File: config.mk
export PLATFORM = sky130hd
export DESIGN_NAME = sb_config_loader
export DESIGN_NICKNAME = d
export VERILOG_FILES = /design/src/rtl/sb_config_loader.sv
export SDC_FILE = /design/constraint.sdc
export NUM_CORES = 1
export LEC_CHECK = 0
export ABC_AREA = 1
export CORE_MARGIN = 3
export CORE_UTILIZATION = 33
export CTS_CLUSTER_DIAMETER = 80
export DETAILED_ROUTE_END_ITERATION = 10
export PLACE_DENSITY = 0.5
export SETUP_SLACK_MARGIN = 0.2
export SLEW_MARGIN = 20
export SYNTH_ARGS = -nofsm -noshare
export SYNTH_HDL_FRONTEND = slang
export SYNTH_SLANG_ARGS = --single-unit
File: constraint.sdc
create_clock -name clk -period 1.5 [get_ports clk]
set_input_delay 0.45 -clock clk [delete_from_list [all_inputs] [get_ports clk]]
set_output_delay 0.45 -clock clk [all_outputs]
set_load 0.05 [all_outputs]
File: src/rtl/sb_config_loader.sv
// Serial bitstream loader for the switch-box array; shadow frame, atomic commit.
// Define SB_CFG_PARITY_EN for a 13th even-parity bit per word and the ERROR path.
module sb_config_loader #(
    parameter int NUM_SB = 4
) (
    input  logic                clk,
    input  logic                rst,
    input  logic                start,
    input  logic                cfg_bit,
    input  logic                cfg_valid,
    output logic                cfg_ready,
    output logic [6*NUM_SB-1:0] dir_out,
    output logic [6*NUM_SB-1:0] en_out,
    output logic                busy,
    output logic                done,
    output logic                err
);

    localparam int SBW = (NUM_SB > 1) ? $clog2(NUM_SB) : 1;
    localparam int FW  = 12 * NUM_SB;
    localparam logic [SBW-1:0] LAST_SB = SBW'(NUM_SB - 1);
`ifdef SB_CFG_PARITY_EN
    localparam logic [3:0] LAST_BIT = 4'd12;
`else
    localparam logic [3:0] LAST_BIT = 4'd11;
`endif

    typedef enum logic [1:0] {
        IDLE,
        SHIFT,
        COMMIT,
        ERROR
    } state_t;

    state_t          state_q, state_d;
    logic [3:0]      bit_cnt;
    logic [SBW-1:0]  sb_cnt;
    logic [FW-1:0]   shadow;
    logic [FW-1:0]   out_q;
    logic            done_q;
    logic            accept;
    logic            load_start;
    logic            word_end;
    logic            par_bad;

    assign accept     = (state_q == SHIFT) && cfg_valid;
    assign load_start = start && (state_q == IDLE || state_q == ERROR);
    assign word_end   = (bit_cnt == LAST_BIT);

`ifdef SB_CFG_PARITY_EN
    logic par;
    assign par_bad = accept && word_end && (par ^ cfg_bit);
    assign err     = (state_q == ERROR);
`else
    assign par_bad = 1'b0;
    assign err     = 1'b0;
`endif

    always_ff @(posedge clk) begin
        if (rst) state_q <= IDLE;
        else     state_q <= state_d;
    end

    always_comb begin
        state_d = state_q;
        unique case (state_q)
            IDLE:   if (start) state_d = SHIFT;
            SHIFT: begin
                if (par_bad)
                    state_d = ERROR;
                else if (accept && word_end && sb_cnt == LAST_SB)
                    state_d = COMMIT;
            end
            COMMIT: state_d = IDLE;
            ERROR:  if (start) state_d = SHIFT;
            default: state_d = IDLE;
        endcase
    end

    always_ff @(posedge clk) begin
        if (rst) begin
            bit_cnt <= '0;
            sb_cnt  <= '0;
            shadow  <= '0;
            out_q   <= '0;
            done_q  <= 1'b0;
`ifdef SB_CFG_PARITY_EN
            par     <= 1'b0;
`endif
        end else begin
            done_q <= (state_q == COMMIT);
            if (load_start) begin
                bit_cnt <= '0;
                sb_cnt  <= '0;
`ifdef SB_CFG_PARITY_EN
                par     <= 1'b0;
`endif
            end else if (accept) begin
                if (word_end) begin
                    bit_cnt <= '0;
                    sb_cnt  <= sb_cnt + 1'b1;
                end else begin
                    bit_cnt <= bit_cnt + 4'd1;
                end
`ifdef SB_CFG_PARITY_EN
                // parity bit closes the word and is not stored
                if (word_end) begin
                    par <= 1'b0;
                end else begin
                    par    <= par ^ cfg_bit;
                    shadow <= {cfg_bit, shadow[FW-1:1]};
                end
`else
                shadow <= {cfg_bit, shadow[FW-1:1]};
`endif
            end
            if (state_q == COMMIT) out_q <= shadow;
        end
    end

    // out_q holds {dir, en} per switch box, box 0 in the low word
    for (genvar k = 0; k < NUM_SB; k++) begin : g_sb
        assign en_out[6*k +: 6]  = out_q[12*k +: 6];
        assign dir_out[6*k +: 6] = out_q[12*k+6 +: 6];
    end

    assign cfg_ready = (state_q == SHIFT);
    assign busy      = (state_q == SHIFT) || (state_q == COMMIT);
    assign done      = done_q;

endmodule

# [Word-level counts from Yosys, hierarchy flattened]
# Index checks and enable logic that the tools add are counted.
[totals] ff_bits=105 output_inout_bits=52 input_bits=5 wordCells=32
[classes] n_mux=4 reduce_logical=12 add_sub_neg=2 bitwise_logic=1 n_eq_ne=7
[ops] operator="$eq A2 B2 Y1 const B" n=3
[ops] operator="$pmux W2 S3" n=1
[ops] operator="$reduce_and A2 Y1" n=3
[ops] operator="$add A4 B1 Y4 const B" n=1
[ops] operator="$eq A4 B4 Y1 const B" n=1
[ops] operator="$logic_and A1 B1 Y1" n=4
[ops] operator="$mux W2" n=2
[ops] operator="$mux W4" n=1
[ops] operator="$ne A2 B1 Y1 const B" n=2
[ops] operator="$reduce_or A2 Y1" n=2
[ops] operator="$add A2 B1 Y2 const B" n=1
[ops] operator="$eq A2 B1 Y1 const B" n=1
[ops] operator="$logic_not A2 Y1" n=1
[ops] operator="$logic_or A1 B1 Y1" n=2
[ops] operator="$not A1 Y1" n=1

# [Depth between registers and ports, before layout]
# Gate-level depths: netlist of run 1.
[logic_depth] word_depth=6 depth_mapped=10 mapped_depth_nobuf=9

# [Worst setup path after synthesis of run 1]
# OpenSTA, ideal clock, no wires.
[synth_timing] path_type="reg2reg" start="reg state_q[1]" end="reg shadow[0]" setup_time_ps=113 path_buffers=2 path_slack_ps=-198 t_required_ps=1387 arrival_time_ps=1585 period_less_slack_ps=1698 path_stages_with_launch=10 path_cell_list="dfxtp_1 > inv_1 > ha_1 > nand2_2 > inv_4 > nand2_4 > buf_6 > buf_6 > o21ai_1 > nor2_1"
[synth_between] word_cells_on_any_way=8
[synth_rtl] item="start: declaration" line_no="35" text="state_t state_q, state_d;"
[synth_rtl] item="start signal: assignment" line_no="61" text="else state_q <= state_d;"
[synth_rtl] item="$eq A2 B1 Y1"
[synth_rtl] item="named net cfg_ready" line_no="11" text="output logic cfg_ready,"
[synth_rtl] item="$logic_and A1 B1 Y1" line_no="46" text="assign accept = (state_q == SHIFT) && cfg_valid;"
[synth_rtl] item="$reduce_and A2 Y1 (no source line)"
[synth_rtl] item="end signal: assignment" line_no="114" text="shadow <= {cfg_bit, shadow[FW-1:1]};"
[synth_rtl] item="end: declaration" line_no="38" text="logic [FW-1:0] shadow;"
# The timed path passes the listed nets, and every way through them passes these cells.
# A chain may end at the register's enable or synchronous reset.

# [Worst setup path in the final report of run 1]
[layout_timing] start="reg state_q[0]" end="out busy"
[layout_between] elab_chain_cells=2 word_cells_on_any_way=3
[layout_rtl] item="$eq A2 B1 Y1 / $eq A2 B2 Y1 (equally long branches)" line_no="128" text="assign busy = (state_q == SHIFT) || (state_q == COMMIT);"
[layout_rtl] item="$logic_or A1 B1 Y1 (*)" line_no="128"
[layout_rtl] item="end: declaration" line_no="14" text="output logic busy,"
# Mark *: on every way between the ends. The rest lies on a longest branch, timed or not.

==> results of run 1 <==
-- final timing paths --
path                                 start         end  slack (ns)  cells after the start
worst max-delay path            state_q[0]        busy       -0.20                      4
worst min register to register   sb_cnt[1]   sb_cnt[1]        0.48                      2
worst min-delay path             sb_cnt[1]   sb_cnt[1]        0.48                      2
worst max register to register  state_q[0]  shadow[47]       -0.13                     11
-- routing by layer --
metal  global-route usage, %  share of wire [%]
met1                   17.77                 45
met2                   23.50                 49
met3                   2.888                3.8
met4                   5.769                1.9
met5                       0                  0
-- area by class of cell --
class                   count  area [sq um]
flip-flops and latches    105          2176
clock inverters             7         93.84
clock buffers               9         225.2
well taps                 140         175.2
repair buffers             81          1449
repair inverters            7         145.1
multi-input cells         331          1758
inverters                   9         68.82
fillers                  1001          4940
-- sequential cells by signal, indices dropped and copies added (netlist names) --
name and flops:
sb_cnt 2, out_q 48, state_q 2, done 1, bit_cnt 4, shadow 48
-- kinds of logic after synthesis --
group	Yosys count	synth area share [%]
adder cells (fa/ha/maj)	5	1.647
buffers and inverters	40	6.557
flip-flops	105	55.35
AO/OA/AOI/OAI	100	13.18
AND/OR/NAND/NOR	222	22.47
other	1	0.09875
XOR/XNOR	3	0.6921
-- what timing repair did --
| action | in CTS | in global routing |
|---|---|---|
| setup buffers | 3 | 11 |
| pin swaps | 2 | 4 |
| cloned | 2 | 6 |
| setup endpoints to repair | 129 | 99 |
| resized for setup | 73 | 109 |
-- stage by stage --
stage / TNS [ns] / hold WS (ns) / area [sq um] / worst slack (ns)
floorplan: 0 / 0.4425 / 3835 / 0.01296
global placement: -16.51 / 0.4531 / 5006 / -0.2491
detailed placement: -18.38 / 0.4687 / 5006 / -0.2803
CTS: -0.3325 / 0.4782 / 5524 / -0.2172
global route: -6.720 / 0.4917 / 6091 / -0.2378
finish: -3.940 / 0.4795 / 6091 / -0.2050
-- critical path, delay by kind of cell (launching register included) --
kind | cells | cell delay (ns)
flip-flops | 1 | 0.35
buffers and inverters | 3 | 0.29
adder cells (fa/ha/maj) | 1 | 0.27
-- cells in the final DEF (no fill, tap or decap), types with 2 or more instances in the layout --
cell type,n
a21oi_1,2
a21oi_2,2
buf_12,62
buf_16,2
buf_4,8
buf_6,3
bufinv_16,2
clkbuf_16,9
clkdlybuf4s50_1,3
clkinv_16,4
clkinvlp_4,4
dfxtp_1,54
dfxtp_2,47
dfxtp_4,4
ha_1,3
ha_4,2
inv_1,2
inv_2,4
inv_8,2
nand2_1,10
nand2_2,4
nand2_4,2
nand3_2,2
nor2_1,153
nor2_2,28
nor2_4,19
o21ai_0,60
o21ai_1,30
o21ai_2,6
xor2_1,2
-- where the power goes --
| group | switching, uW | internal [uW] |
|---|---|---|
| Combinational | 930 | 806 |
| Sequential | 208 | 3010 |
| Clock | 1030 | 1460 |
| Total | 2170 | 5280 |
==> impl_metrics.yaml, run 1 <==
status:
  status: "finished with violations"
  violations: "setup timing"
sta:
  finalSetupViolCount: 50
  rsz0062_at_grt: "true"
  hold_viol: 0
  fin_crit_ns: 1.705
  setup_ws_ns: -0.2050
  drv_slew: 0
  fmax_mhz: 586.5
  fin_crit_sh_pct: 113.7
  skew_ns: 0.004306
synth:
  synth_most_common_cell: "nor2_1"
  syn_nets: 486
  synth_edf_count: 0
  netlist_top_cells_count: "200 x nor2_1, 105 x dfxtp_1, 69 x o21ai_0, 27 x o21ai_1, 15 x nand2_1"
  yosysTopAreaCell: "dfxtp_1"
  synth_top_area_share_pct: 55.35
  syn-cell-area_sq_um: 3797
  ys_seq_area_share_pct: 55.35
  netlist_top_cells_area: "dfxtp_1 55%, nor2_1 20%, o21ai_0 9.1%, o21ai_1 3.6%, ha_1 1.6%"
  synth_ff_type: "dfxtp_1"
  yosysUniqueCellTypes: 25
  synthArstFlopShare_pct: 0
  netlist_instances: 476
  avgSynthCellArea_sq_um: 7.978
  yosys_warnings: 0
  synth-seq-cells: 105
cts:
  cts-root-buf: "clkbuf_16"
  cts_tree: "done"
  cts_made_buffers: 9
  cts.reportedPaths.clkPinSlew_ns: 0.07
  htree_num_levels: 3
  cts_buffer_depth: 2
  cts_hold_buf: 0
  clock_latency_ns: 0.34
  cts_sinks: 105
cells_and_area:
  nets: 554
  fin_util_pct: 55.22
  area_growth_pct: 60.40
  finalNonFillerCells: 689
  diodes: 0
  drive_above_1_share_pct: 40.98
detailed_routing:
  vias_per_cell: 4.692
  wirelength_microns: 9471
  drc: 0
  drt_iter0_drc: 151
  drt_first_pass_iters: 5
  vias: 3233
  wl_per_cell_microns: 13.75
  ant_nets: 0
floorplan:
  fp.dieH_microns: 113.3
  die_width_microns: 113.3
  core_sq_um: 11030
  start_util_pct: 34.43
  row_count: 38
  ioPinCount: 57
  die_area_sq_um: 12830
global_route:
  grt_start_max_net_pins: 40
  grt_pass1_vias: 3090
  antenna_found_initial: 0
  grt_use_total_pct: 14.09
  grt_pass1_wl_microns: 14700
  overflow: 0
pwr:
  p_per_area_nw_per_um2: 1222
  ir_drop_v: 0.0005678
  leakagePower_uw: 0.002567
  power_uw: 7441
placement:
  dpl.cell_count: 651
  gp_congestion: 0.7232
  post-dp-hpwl_microns: 5203
  port_buffers: 55
flow_run:
  cap_violations: 0
setup_path:
  arrival_ns: 1.25
  required_ns: 1.05
  crit_path_max_fanout: 2
  setup.worst_path.class: "flop to output pin"
  critPathMaxStageDelay_ns: 0.35
  worstPathCellList: "inv_2 -> ha_4 -> clkinvlp_4 -> buf_12"
  crit_path_end_kind: "output pin"
  crit_slowest_cell: "dfxtp_4"
  cp-start-kind: "flop"
worst_hold_path:
  hold_path.class: "flop to flop"
No activity file was read; power rests on OpenSTA's default activity.
==> run 2: changes to the inputs <==
--- a/config.mk
+++ b/config.mk
@@ -7,10 +7,10 @@
 export LEC_CHECK = 0
 export ABC_AREA = 1
 export CORE_MARGIN = 3
-export CORE_UTILIZATION = 33
+export CORE_UTILIZATION = 50
 export CTS_CLUSTER_DIAMETER = 80
 export DETAILED_ROUTE_END_ITERATION = 10
-export PLACE_DENSITY = 0.5
+export PLACE_DENSITY = 0.72
 export SETUP_SLACK_MARGIN = 0.2
 export SLEW_MARGIN = 20
 export SYNTH_ARGS = -nofsm -noshare
==> run 2 against run 1 <==
The run still ends with setup timing left. Global-route usage rose by 6.9 points. Power fell by 15%. Utilization is 21 points higher. Via count is 3.0% higher. First-iteration DRC count is 54% higher. Register-to-register slack got worse by 0.04 ns. Clock skew is 0.0060 ns higher. Sequential power hardly changed. Setup slack worse by 0.022 ns. Clock power is 39% lower. Cell area decreased by 9.2%. Critical endpoint unchanged.
==> impl_metrics.yaml, run 2 (synthesized netlist as in run 1, its figures left out) <==
pwr:
  p_switching_uw: 1987
  power_uw: 6348
  p_per_area_nw_per_um2: 1148
  clkPwrFrac_pct: 24.0
  ir_drop_v: 0.0006110
  p_int_uw: 4361
  leakagePower_uw: 0.002377
  comb_power_share_pct: 25.7
  seqPwrFrac_pct: 50.4
  swShare_pct: 31.31
setup_path:
  setup.worst_path.class: "flop to output pin"
  r2r-start: "state_q[0]"
  worstPathCellList: "inv_2 -> ha_4 -> clkinvlp_4 -> buf_12"
  crit_path_max_fanout: 2
  required_ns: 1.05
  reg2regPathDepth: 7
  timing.rr.end: "shadow[41]"
  critPathMaxStageDelay_ns: 0.36
  timing.reg2reg.setup_slack_ns: -0.17
  crit_path_end_kind: "output pin"
  cp-start-kind: "flop"
  arrival_ns: 1.28
  crit_slowest_cell: "dfxtp_4"
sta:
  rsz0062_at_grt: "true"
  setup_tns_ns: -4.094
  finalSetupViolCount: 51
  drv_slew: 0
  fin_crit_ns: 1.727
  hold_viol: 0
  fmax_mhz: 579.1
  setup_ws_ns: -0.2268
  fin_crit_sh_pct: 115.1
  skew_ns: 0.01029
cells_and_area:
  layout_common_cells: "198 x nor2_1, 57 x o21ai_0, 57 x buf_12, 54 x dfxtp_1, 49 x dfxtp_2"
  drive_above_1_share_pct: 30.74
  area_growth_pct: 45.60
  layout_commonest_cell: "nor2_1"
  reg_top3: "out_q x48, shadow x48, bit_cnt x4"
  nets: 546
  diodes: 0
floorplan:
  row_count: 31
  die_area_sq_um: 8677
  fp.dieH_microns: 93.15
  die_width_microns: 93.15
  core_sq_um: 7292
  start_util_pct: 52.08
  ioPinCount: 57
cts:
  htree_num_levels: 3
  clock_latency_ns: 0.37
  cts_buffer_depth: 2
  cts-root-buf: "clkbuf_8"
  cts_tree: "done"
  cts_sinks: 105
  cts_hold_buf: 0
  cts_made_buffers: 9
  cts.reportedPaths.clkPinSlew_ns: 0.09
worst_hold_path:
  hold_path.class: "input port to flop"
  min_to: "done"
  min_from: "rst"
  hold_path_depth: 2
detailed_routing:
  drt_iter0_drc: 232
  m1WireLength_microns: 3898
  vias: 3329
  wl_met3_microns: 449
  wl_per_cell_microns: 14.04
  ant_nets: 0
  wirelength_microns: 8969
  vias_per_cell: 5.210
  drt_first_pass_iters: 5
  met2_length_microns: 4446
  dr.max_layer_used: "met4"
  drc: 0
status:
  violations: "setup timing"
  status: "finished with violations"
global_route:
  grt_pass1_vias: 3151
  grt_start_max_net_pins: 45
  grt_use_total_pct: 21.01
  antenna_found_initial: 0
  overflow: 0
  grt_pass1_wl_microns: 14580
placement:
  gp_congestion: 0.7428
  post-dp-hpwl_microns: 5074
  port_buffers: 55
flow_run:
  cap_violations: 0
[run 2: how the worst max path moves through the flow]
| stage | from | end | cells after the start |
|---|---|---|---|
| 6_report | state_q[0] | busy | 4 |
| 5_1_grt | state_q[0] | busy | 4 |
| 4_1_cts | state_q[0] | busy | 4 |
| 3_5_place_dp | cfg_valid | shadow[26] | 7 |
| 3_3_place_gp | cfg_valid | shadow[0] | 7 |
| 2_1_floorplan | state_q[0] | state_q[0] | 7 |
[run 2: power by group through the flow]
stage / Combinational [uW] / Clock, uW / Sequential, uW
4_1_cts: 1590 / 1540 / 3190
5_1_grt: 1740 / 1630 / 3220
2_1_floorplan: 525 / 0 / 3510
6_report: 1630 / 1520 / 3200
3_3_place_gp: 1420 / 0 / 3230
3_5_place_dp: 1440 / 0 / 3230
[run 2: cell type report]
| cell class | count | area, sq um |
|---|---|---|
| Timing Repair inverter | 1 | 11.26 |
| Multi-Input combinational cell | 332 | 1550 |
| Tap cell | 99 | 123.9 |
| Timing Repair Buffer | 78 | 1450 |
| Clock inverter | 4 | 30.03 |
| Fill cell | 500 | 1763 |
| Sequential cell | 105 | 2171 |
| Inverter | 9 | 61.31 |
| Clock buffer | 11 | 131.4 |
[run 2: what timing repair did]
action,CTS,global route
setup endpoints to repair,106,119
pin swaps,7,4
resized for setup,95,6
hold endpoints to repair,0,0
buffers inserted,4,2
gates cloned,7,1
[run 2: critical path: cells and delay by family, from the launching register on]
family	cells	cell delay, ns
buf+inv	3	0.29
fa+ha+maj	1	0.27
flops	1	0.36
[run 2: layer usage]
metal / up-vias / track usage, %
met3: 18 / 3.298
met5: - / 0
met1: 1578 / 27.27
li1: 1638 / -
met4: 0 / 9.646
met2: 95 / 34.43
[run 2: per-stage QoR]
step	setup slack (ns)	utilization (%)	hold slack, ns	instance area (sq um)	cells
after floorplan	0.01296	-	0.4425	3835	476
after global placement	-0.2328	67.78	0.4501	4942	610
after detailed placement	-0.2816	67.78	0.4681	4942	610
after CTS	-0.2364	75.09	0.4791	5475	636
after global routing	-0.2594	75.82	0.4105	5529	639
final	-0.2268	75.82	0.4002	5529	639
